**src/rtl/argmax_classifier.sv**
```systemverilog
// Sequential argmax over a captured vector of signed fixed-point activations.
// One element is compared per cycle; the lowest index wins on ties.
module argmax_classifier #(
  parameter int numInputs  = 10,
  parameter int dataWidth  = 16,
  parameter int indexWidth = $clog2(numInputs)
) (
  input  logic                           clk,
  input  logic                           reset,
  input  logic [dataWidth*numInputs-1:0] classIn,
  input  logic                           classInValid,
  output logic [indexWidth-1:0]          classOut,
  output logic [dataWidth-1:0]           maxOut,
  output logic                           classOutValid,
  output logic                           busy,
  output logic                           dropped
);

  localparam int CntW = $clog2(numInputs + 1);
  localparam logic [CntW-1:0] LastCnt = CntW'(numInputs - 1);

  typedef enum logic [0:0] {IDLE = 1'b0, SCAN = 1'b1} state_e;

  state_e                       state_q, state_d;
  logic signed [dataWidth-1:0]  buf_q [numInputs];
  logic [CntW-1:0]              cnt_q, cnt_d;
  logic signed [dataWidth-1:0]  run_max_q, run_max_d;
  logic [indexWidth-1:0]        run_idx_q, run_idx_d;
  logic [indexWidth-1:0]        class_q, class_d;
  logic [dataWidth-1:0]         max_q, max_d;
  logic                         valid_q, valid_d;
  logic                         dropped_q, dropped_d;
  logic                         load_s;
  logic signed [dataWidth-1:0]  elem_s;
  logic                         greater_s;

  assign elem_s    = buf_q[cnt_q[indexWidth-1:0]];
  assign greater_s = (elem_s > run_max_q);

  // Next-state and result selection for the capture/scan FSM
  always_comb begin
    state_d   = state_q;
    cnt_d     = cnt_q;
    run_max_d = run_max_q;
    run_idx_d = run_idx_q;
    class_d   = class_q;
    max_d     = max_q;
    valid_d   = 1'b0;
    dropped_d = 1'b0;
    load_s    = 1'b0;
    case (state_q)
      IDLE: begin
        if (classInValid) begin
          load_s    = 1'b1;
          run_max_d = classIn[dataWidth-1:0];
          run_idx_d = {indexWidth{1'b0}};
          cnt_d     = CntW'(1);
          state_d   = SCAN;
        end else begin
          state_d = IDLE;
        end
      end
      SCAN: begin
        dropped_d = classInValid;
        if (greater_s) begin
          run_max_d = elem_s;
          run_idx_d = cnt_q[indexWidth-1:0];
        end else begin
          run_max_d = run_max_q;
        end
        // The last compare feeds the published result directly.
        if (cnt_q == LastCnt) begin
          class_d = run_idx_d;
          max_d   = run_max_d;
          valid_d = 1'b1;
          state_d = IDLE;
        end else begin
          cnt_d = cnt_q + CntW'(1);
        end
      end
      default: begin
        state_d = IDLE;
      end
    endcase
  end

  // State, scan registers and registered outputs
  always_ff @(posedge clk or negedge reset) begin
    if (!reset) begin
      state_q   <= IDLE;
      cnt_q     <= {CntW{1'b0}};
      run_max_q <= {dataWidth{1'b0}};
      run_idx_q <= {indexWidth{1'b0}};
      class_q   <= {indexWidth{1'b0}};
      max_q     <= {dataWidth{1'b0}};
      valid_q   <= 1'b0;
      dropped_q <= 1'b0;
      for (int k = 0; k < numInputs; k++) begin
        buf_q[k] <= {dataWidth{1'b0}};
      end
    end else begin
      state_q   <= state_d;
      cnt_q     <= cnt_d;
      run_max_q <= run_max_d;
      run_idx_q <= run_idx_d;
      class_q   <= class_d;
      max_q     <= max_d;
      valid_q   <= valid_d;
      dropped_q <= dropped_d;
      if (load_s) begin
        for (int k = 0; k < numInputs; k++) begin
          buf_q[k] <= classIn[k*dataWidth +: dataWidth];
        end
      end else begin
        for (int k = 0; k < numInputs; k++) begin
          buf_q[k] <= buf_q[k];
        end
      end
    end
  end

  assign classOut      = class_q;
  assign maxOut        = max_q;
  assign classOutValid = valid_q;
  assign busy          = (state_q == SCAN);
  assign dropped       = dropped_q;

endmodule

```
**config.mk**
```make
export PLATFORM = sky130hd
export DESIGN_NAME = argmax_classifier
export DESIGN_NICKNAME = d
export VERILOG_FILES = /design/src/rtl/argmax_classifier.sv
export SDC_FILE = /design/constraint.sdc
export NUM_CORES = 1
export LEC_CHECK = 0
export ABC_AREA = 1
export ABC_CLOCK_PERIOD_IN_PS = 3450
export BUFFER_PORTS_ARGS = -buffer_cell sky130_fd_sc_hd__buf_2
export CORE_MARGIN = 1.5
export CORE_UTILIZATION = 40
export CTS_BUF_LIST = sky130_fd_sc_hd__clkbuf_4 sky130_fd_sc_hd__clkbuf_8
export DETAILED_ROUTE_END_ITERATION = 16
export GPL_ROUTABILITY_DRIVEN = 0
export PLACE_DENSITY = 0.64
export SLEW_MARGIN = 20
export SYNTH_ARGS = -nofsm -noshare
export SYNTH_HDL_FRONTEND = slang
export SYNTH_SLANG_ARGS = --single-unit
```
**constraint.sdc**
```tcl
create_clock -name clk -period 3.45 [get_ports clk]
set_input_delay 0.8625 -clock clk [delete_from_list [all_inputs] [get_ports clk]]
set_output_delay 0.8625 -clock clk [all_outputs]
set_load 0.02 [all_outputs]
```
### After elaboration in Yosys (flattened, before gate mapping)

Cells that the tools add are included.

* bitwise operators: 2
* $lt $le $gt $ge: 2
* reduce and logical (&&, ||, !) cells: 2
* add/sub/neg operators: 1
* muxes and demuxes: 19
* equality and inequality tests: 3

Operators by type and width (number)
* $bmux 16 s4: 1
* $mux 16: 4
* $pmux 16 s2: 1
* $gt 16x16->1: 1
* $mux 4: 4
* $pmux 4 s2: 2
* $mux 1: 6
* $ge 5x5->1 const B: 1
* $not 4->5: 1
* $add 4x1->4 const B: 1
* $eq 4x4->1 const B: 1
* $ne 2x2->1 const B: 2
* $reduce_and 2->1: 2
* $pmux 1 s2: 1
* $not 1->1: 1

* output and inout port bits: 23
* input port bits: 163
* register bits: 207
* word-level logic and storage cells: 47

### Longest topological paths before layout

Gate-level depths: netlist (run 1).

* word-level depth: 7
* mapped depth: 24
* gate-level depth less buffers: 22

### Worst setup path before layout (run 1)

OpenSTA, ideal clock, no wires.

* kind: register to register
* start point: register cnt_q[1]
* end point: register class_q[0] (netlist: classOut[0])
* clock period less this slack: 2.398 ns
* stages on the path, launching flop included: 16
* setup slack: 1.052 ns
* library setup time: 0.118 ns
* arrival: 2.280 ns
* required time: 3.332 ns
* path buffers: 3
* cell sequence: dfrtp_1 -> buf_4 -> nor3_4 -> buf_4 -> nand2_1 -> nand2_1 -> ha_1 -> a21oi_1 -> o21ai_1 -> a21oi_2 -> nand2_1 -> nand2_1 -> buf_2 -> nand4_1 -> nand3_1 -> nand2_1

* cells in the longest elaborated chain, start to end: 6
* elaborated cells between the ends (all ways): 8
* classes of those cells: order compare: 1; eq/ne: 1; mux: 4; bitwise: 1; reduce/logical: 1

RTL lines
* start, declared: line 26 `logic [CntW-1:0] cnt_q, cnt_d;`
* start signal, assigned: line 91 `cnt_q <= {CntW{1'b0}};`
* start signal, assigned: line 103 `cnt_q <= cnt_d;`
* $not 4->5 (not written as such): line 37 `assign elem_s = buf_q[cnt_q[indexWidth-1:0]];`
* $bmux 16 s4: line 37
* $mux 16 (not written as such) (2 in series): line 37
* $gt 16x16->1: line 38 `assign greater_s = (elem_s > run_max_q);`
* $mux 4: line 65 `if (greater_s) begin`
* end signal, assigned: line 94 `class_q <= {indexWidth{1'b0}};`
* end signal, assigned: line 106 `class_q <= class_d;`
* end, declared: line 29 `logic [indexWidth-1:0] class_q, class_d;`

Parallel ways exist; a longest one is shown, timed or not. The select of a mux whose other input is x is not followed.
A chain may end at the register's enable or synchronous reset.

### Final worst setup path (run 1)

Ends and elaborated chain as after synthesis.

==> metrics.txt, run 1 <==
worst-path cell with the longest stage delay dfrtp_1; maximum number of buffers from clock root to sink 3; total standard cell area after synthesis around 10000 um2; instance area after placement between 10000 and 15000 um2; Yosys reg bits ~210; number of pins with negative max-slew slack in the final report 0; depth of the critical timing path with buffers and inverters included 17; cell count after synthesis between 1000 and 1500; GR Util met2 a little over a third; Synth area leaders dfrtp_1 (50%), nand2_1 (20%), nand3_1 (6.7%); core region area approximately 25000 um2; power consumption 13.57 mW; element type at the critical path end flop; die boundary height roughly 160 um; fraction of the yosys area taken by sequential cells between 40% and 50%; crit-path max FO 31; synthesis-to-finish area growth 18.17%; maxcap violations 0; critical path arrival roughly 3.5 ns; first-pass GRT wire length roughly 47000 um; number of synthesized flops with an enable pin 0; non-filler instance count after layout 1906; Post-CTS Hold Fix Bufs 0; clock-pin slew of the registers on the worst-case setup and hold paths approximately 0.06 ns; largest area contributor in the netlist dfrtp_1; busiest layer in global routing met2; unrepaired setup endpoints after global routing false; normalized max-slew margin between 40 and 50%; number of search-and-repair iterations in the first detailed-routing pass 7; met1 Resource Use GR 32.47%; part of the total power dissipated in sequential elements 30.1%; number of library cell types mapped by synthesis 23; vias in the first global route around 8900; net count of the mapped netlist approximately 1600; part of the power in the clock network ~18%; total congestion overflow 0; fraction of synthesis flops using an asynchronous set or reset pin 100.0%; met3 track demand over resource in global routing 3.968%; type of the setup path with the least slack reg -> reg; chain of cells forming the critical path inv_2, nand3_1, nand3_1, nand3_1, nand2_1, ha_1, nand2_1, nand2_1, nand3_1, nand2_1, a21oi_2, nand2_1, nand2_1, buf_4, nand4_1, nand3_1, nand2_1; required time of the critical path 3.84 ns; most used standard cells in the synthesized netlist nand2_1 (569), dfrtp_1 (207), inv_1 (172), nand3_1 (140), o21ai_0 (136); delay-heaviest family, CP simple AND/OR/NAND/NOR gates; post-detailed-route via-to-cell ratio 4.883; Hold Path Class in -> async; Comb power frac between 50% and 60%; DRC errors left 0; number of clock buffers inserted by TritonCTS 37; detail-routed net length per standard cell approximately 16 um; WL final ~30000 um; cell with the most instances after synthesis nand2_1; buffer count from post-CTS setup fixing 0; Avg Inst Size Synth 7.485 um2; share of the clock period used by the worst path between 90% and 100%; summed negative setup slack over all endpoints 0 ns; antenna diode count 0; delay of the slowest cell on the worst path between 0.4 and 0.5 ns; I/O pins ~190; Clock Tree Root clkbuf_8; Final Skew around 0.027 ns; actual transition at the worst max-transition pin slightly below 0.8 ns; share of the synthesized area in the top cell type around 50%; Worst IR Drop VDD about 0.5 mV; Sw Ratio a little under half; number of vias after detailed routing 9307; number of instances in the placed design 1847; layout cell share with drive strength beyond 1 between 10% and 20%; number of levels in the clock H-tree 2; R2R cell count 17; number of cells upsized or downsized after cts 0; Die Area about 27000 um2; largest net degree at the start of global routing roughly 110; Warnings, synthesis 0; most frequent cell on the critical path nand2_1; standby leakage power approximately 6.7 nW; number of buffer and inverter instances along the worst setup path 2; Clock Sink Count around 210; cell internal power dissipation around 7.3 mW; Setup violations, final 0; reported net switching power just over 6 mW; P per Cell Area 1101 nW/um2; Detailed Route Iter0 Violations 817; number of nets with antenna violations after routing 0; Port Buf Inserts between 150 and 200; clock tree from TritonCTS done; HPWL after detailed placement 21590 um; initial standard-cell utilization of the core roughly two fifths; clock period minus final worst setup slack 3.106 ns; clock insertion delay at the later pin of the skew report between 0.5 and 0.6 ns; Max Clock Freq ~320 MHz; outcome completed; fin area between 10000 and 15000 um2; Final Hold Viols 0; Global Route Usage Sum between 20 and 25%; antenna violations before repair 0; FILL cells between 2000 and 3000; most common flop cell mapped by yosys dfrtp_1; Die Wd around 160 um; critical path startpoint category flop; NumNets Final about 1700; num rows 58
-- path summary, 6_finish.rpt --
check | slack, ns | start | to
worst max-delay path | 0.34 | cnt_q[1]$_DFFE_PN0P_ | classOut[0]$_DFFE_PN0P_
worst min-delay path | 0.33 | reset | buf_q[76]$_DFFE_PN0P_
worst max register to register | 0.34 | cnt_q[1]$_DFFE_PN0P_ | classOut[0]$_DFFE_PN0P_
worst min register to register | 0.48 | buf_q[29]$_DFFE_PN0P_ | buf_q[29]$_DFFE_PN0P_
max in group asynchronous | 2.28 | reset | buf_q[146]$_DFFE_PN0P_
min in group clk | 0.48 | buf_q[29]$_DFFE_PN0P_ | buf_q[29]$_DFFE_PN0P_
-- area by class of cell --
cell class	count	area (um2)	share of cell area [%]
flip-flops and latches	207	5181	42.02
multi-input cells	926	4135	33.54
repair buffers	205	1160	9.407
clock buffers	56	720.7	5.845
inverters	179	676.9	5.490
well taps	330	412.9	3.349
clock inverters	3	42.54	0.3450
-- stage by stage --
| step | setup WS (ns) | hold slack [ns] | utilization, % |
|---|---|---|---|
| floorplan | 1.052 | 0.4491 | - |
| global placement | 0.4519 | 0.4627 | 45.54 |
| detailed placement | 0.4133 | 0.4642 | 45.54 |
| CTS | 0.3973 | 0.3233 | 48.54 |
| global route | 0.1183 | 0.3400 | 48.54 |
| finish | 0.3439 | 0.3321 | 48.54 |
-- cell families (layout without fill, tap and decap cells) --
logic type / count (synthesis) / in the layout / synth area share, %
AND/OR/NAND/NOR: 756 / 756 / 30.03
buffers and inverters: 261 / 443 / 10.74
flip-flops: 207 / 207 / 49.65
AO/OA/AOI/OAI: 152 / 152 / 7.423
adder cells (fa/ha/maj): 18 / 18 / 2.159
-- power by group through the flow --
stage          Clock, mW  Sequential [mW]  Combinational [mW]
3_5_place_dp           0             4.12                7.07
5_1_grt             2.54             4.21                8.06
4_1_cts             2.43             4.09                7.10
2_1_floorplan          0             4.10                5.24
3_3_place_gp           0             4.10                6.90
6_report            2.37             4.08                7.12
-- layer usage --
layer / share of wire, % / wire length, um
met2: 44 / 13410
met5: 0 / 0
met1: 47 / 14140
met4: 2.1 / 647
met3: 6.6 / 1991
-- registers in the layout, indices dropped and copies added, names as in the netlist --
signal         cells
buf_q            160
busy               1
run_idx_q          4
classOut           4
run_max_q         16
classOutValid      1
maxOut            16
cnt_q              4
dropped            1
-- cells in the final DEF, fill, tap and decap left out, drive strengths merged --
master    count
nand2       581
clkinvlp      1
clkbuf       57
buf         204
clkinv        1
a21o          1
bufinv        1
ha           18
nor3          2
o21ai       137
o22ai         6
nor2          9
a21oi         8
dfrtp       207
nand4        21
inv         179
nand3       143
No activity file was read; power rests on OpenSTA's default activity.
==> run 2, diff against run 1 <==
--- a/config.mk
+++ b/config.mk
@@ -5,7 +5,6 @@
 export SDC_FILE = /design/constraint.sdc
 export NUM_CORES = 1
 export LEC_CHECK = 0
-export ABC_AREA = 1
 export ABC_CLOCK_PERIOD_IN_PS = 3450
 export BUFFER_PORTS_ARGS = -buffer_cell sky130_fd_sc_hd__buf_2
 export CORE_MARGIN = 1.5
@@ -13,7 +12,7 @@
 export CTS_BUF_LIST = sky130_fd_sc_hd__clkbuf_4 sky130_fd_sc_hd__clkbuf_8
 export DETAILED_ROUTE_END_ITERATION = 16
 export GPL_ROUTABILITY_DRIVEN = 0
-export PLACE_DENSITY = 0.64
+export PLACE_DENSITY = 0.65
 export SLEW_MARGIN = 20
 export SYNTH_ARGS = -nofsm -noshare
 export SYNTH_HDL_FRONTEND = slang
==> metrics.txt, run 2 <==
outcome complete, but fails checks (was completed); violations in the final reports negative setup slack; critical path startpoint category flop (unchanged); antenna diode count 0 (unchanged); Final Hold Viols 0 (unchanged); top register by number of flip-flops buf_q (unchanged); normalized max-slew margin 50.86% (was 48.21%); Port Buf Inserts 185 (unchanged); Max Clock Freq 265.0 MHz (was 322.0 MHz); clock insertion delay at the later pin of the skew report 0.52 ns (was 0.53 ns); Final Skew 0.01954 ns (was 0.02657 ns); share of the synthesized area in the top cell type 53.86% (was 49.65%); num rows 56 (was 58); critical path arrival 4.16 ns (was 3.50 ns); synthesis-to-finish area growth 27.24% (was 18.17%); most used standard cells in the synthesized netlist nand2_1 (506), dfrtp_1 (207), clkbuf_1 (52), mux2i_1 (45), mux4_2 (32) (was nand2_1 (569), dfrtp_1 (207), inv_1 (172), nand3_1 (140), o21ai_0 (136)); crit-path max FO 6 (was 31); Die Area 24980 um2 (was 27060 um2); Hold Path Class in -> async (unchanged); Clock Sink Count 207 (unchanged); P per Cell Area 1163 nW/um2 (was 1101 nW/um2); fraction of the yosys area taken by sequential cells 53.86% (was 49.65%); Final Worst Setup Slack -0.3233 ns (was 0.3439 ns); clock tree from TritonCTS done (unchanged); type of the setup path with the least slack reg -> reg (unchanged); cell count after synthesis 1016 (was 1394); met3 track demand over resource in global routing 4.544% (was 3.968%); Worst IR Drop VDD 0.7126 mV (was 0.4875 mV); Synth area leaders dfrtp_1 (54%), nand2_1 (20%), mux4_2 (7.5%) (was dfrtp_1 (50%), nand2_1 (20%), nand3_1 (6.7%)); number of vias after detailed routing 7908 (was 9307); clock-pin slew of the registers on the worst-case setup and hold paths 0.06 ns (about the same); detail-routed net length per standard cell 17.29 um (was 15.84 um); actual transition at the worst max-transition pin 0.7371 ns (was 0.7768 ns); initial standard-cell utilization of the core 40.85% (was 41.08%); antenna violations before repair 0 (unchanged); core region area 23540 um2 (was 25400 um2); total standard cell area after synthesis 9618 um2 (was 10430 um2); Warnings, synthesis 0 (unchanged); cell with the most instances after synthesis nand2_1 (unchanged); Global Route Usage Sum 22.19% (was 22.72%); Clock Tree Root clkbuf_8 (unchanged); number of pins with negative max-slew slack in the final report 0 (unchanged); clock period minus final worst setup slack 3.773 ns (was 3.106 ns); met1 Resource Use GR 32.48% (was 32.47%); die boundary height 158.1 um (was 164.5 um); standby leakage power 6.417 nW (was 6.685 nW); largest net degree at the start of global routing 162 (was 112); most common cell after layout, fill and taps aside nand2_1 (unchanged); Detailed Route Iter0 Violations 606 (was 817); most frequent cells in the layout nand2_1 (504), dfrtp_1 (205), buf_2 (184) (was nand2_1 (568), dfrtp_1 (206), buf_2 (184)); fin util 51.98% (was 48.54%); HPWL after detailed placement 18890 um (was 21590 um); maxcap violations 0 (unchanged); fraction of synthesis flops using an asynchronous set or reset pin 100.0% (unchanged); WL final 27070 um (was 30200 um); largest area contributor in the netlist dfrtp_1 (unchanged); Setup violations, final 40 (was 0); unrepaired setup endpoints after global routing true (was false); DRC errors left 0 (unchanged); NumNets Final 1406 (was 1737); most common flop cell mapped by yosys dfrtp_1 (unchanged); Die Wd 158.1 um (was 164.5 um); busiest layer in global routing met2 (unchanged); layout cell share with drive strength beyond 1 29.83% (was 18.46%); number of library cell types mapped by synthesis 39 (was 23); vias in the first global route 7849 (was 8938); net count of the mapped netlist 1197 (was 1575); number of clock buffers inserted by TritonCTS 36 (was 37); max reg flops 160 (unchanged); number of synthesized flops with an enable pin 0 (unchanged); power consumption 14.24 mW (was 13.57 mW); Post-CTS Hold Fix Bufs 0 (unchanged); maximum number of buffers from clock root to sink 3 (unchanged); summed negative setup slack over all endpoints -8.654 ns (was 0 ns); share of the clock period used by the worst path 109.4% (was 90.03%); total congestion overflow 0 (unchanged); first-pass GRT wire length 42250 um (was 47350 um); number of search-and-repair iterations in the first detailed-routing pass 5 (was 7); post-detailed-route via-to-cell ratio 5.050 (was 4.883); I/O pins 186 (unchanged); number of nets with antenna violations after routing 0 (unchanged); GR Util met2 33.02% (was 35.31%); number of levels in the clock H-tree 2 (unchanged); required time of the critical path 3.84 ns (about the same); element type at the critical path end flop (unchanged); Yosys reg bits 207 (unchanged); Avg Inst Size Synth 9.467 um2 (was 7.485 um2)
==> run 2: layout make-up <==
type	instances	area, um2
multi-input combinational	728	4380
clock inverter	9	51.30
clock buffer	51	645.6
inverter	20	75.07
fill	2223	11300
sequential	207	5185
tap	319	399.1
timing repair buffer	232	1501
==> run 2: path summary, 6_finish.rpt <==
path	start	endpoint	slack (ns)	cells past startpoint
worst min register to register	buf_q[58]$_DFFE_PN0P_	buf_q[58]$_DFFE_PN0P_	0.47	2
max in group asynchronous	reset	cnt_q[0]$_DFFE_PN0P_	2.28	2
min in group clk	buf_q[58]$_DFFE_PN0P_	buf_q[58]$_DFFE_PN0P_	0.47	2
worst max-delay path	cnt_q[0]$_DFFE_PN0P_	classOut[0]$_DFFE_PN0P_	-0.32	13
worst min-delay path	reset	run_idx_q[3]$_DFFE_PN0P_	0.36	1
worst max register to register	cnt_q[0]$_DFFE_PN0P_	classOut[0]$_DFFE_PN0P_	-0.32	13
==> run 2: where the power goes <==
group	switching, mW	internal (mW)	total, mW	leakage (nW)
Clock	0.990	1.21	2.20	0.375
Combinational	3.95	3.78	7.74	3.45
Sequential	0.717	3.59	4.30	2.59
Total	5.66	8.58	14.2	6.42
==> run 2: logic make-up after synthesis <==
kind of cell    share of synthesized area (%)
compound gates                          5.295
xor+xnor                               0.2732
fa+ha+maj                               2.342
buf+inv                                 3.317
flops                                   53.86
mux                                     12.72
simple gates                            22.19
==> run 2: through the flow <==
step	hold WS, ns	instance area (um2)	instances	setup WS [ns]
after floorplan	0.4403	9668	1016	0.01039
after CTS	0.3937	12040	1560	-0.2413
after detailed placement	0.4576	11140	1494	-0.3225
after global routing	0.4059	12240	1566	-0.4058
final	0.3640	12240	1566	-0.3233
after global placement	0.4483	11140	1494	-0.2785
==> run 2: worst max-delay path, cell delays in order (launching register included) <==
cell      delay [ns]
dfrtp_4         0.55
buf_12          0.18
mux4_2          0.57
mux2i_4         0.22
o22ai_2         0.13
ha_1            0.32
a21oi_2         0.13
o21a_1          0.19
o311ai_4        0.11
o311a_4         0.39
nor2_4          0.15
buf_12          0.13
mux2_4          0.30
mux2_4          0.26
==> run 2: what timing repair did <==
| item | 4_1_cts | 5_1_grt |
|---|---|---|
| hold endpoints to repair | 0 | 0 |
| buffers inserted | 4 | 5 |
| gates cloned | 2 | 1 |
| endpoints found under the setup margin | 39 | 40 |
| gates resized for setup | 27 | 27 |
| pin swaps | 3 | 7 |
==> run 2: metal layers <==
metal	up-vias	routed length, um
li1	3759	-
met1	3784	12440
met2	310	11780
met3	55	2152
met4	0	699
met5	-	0
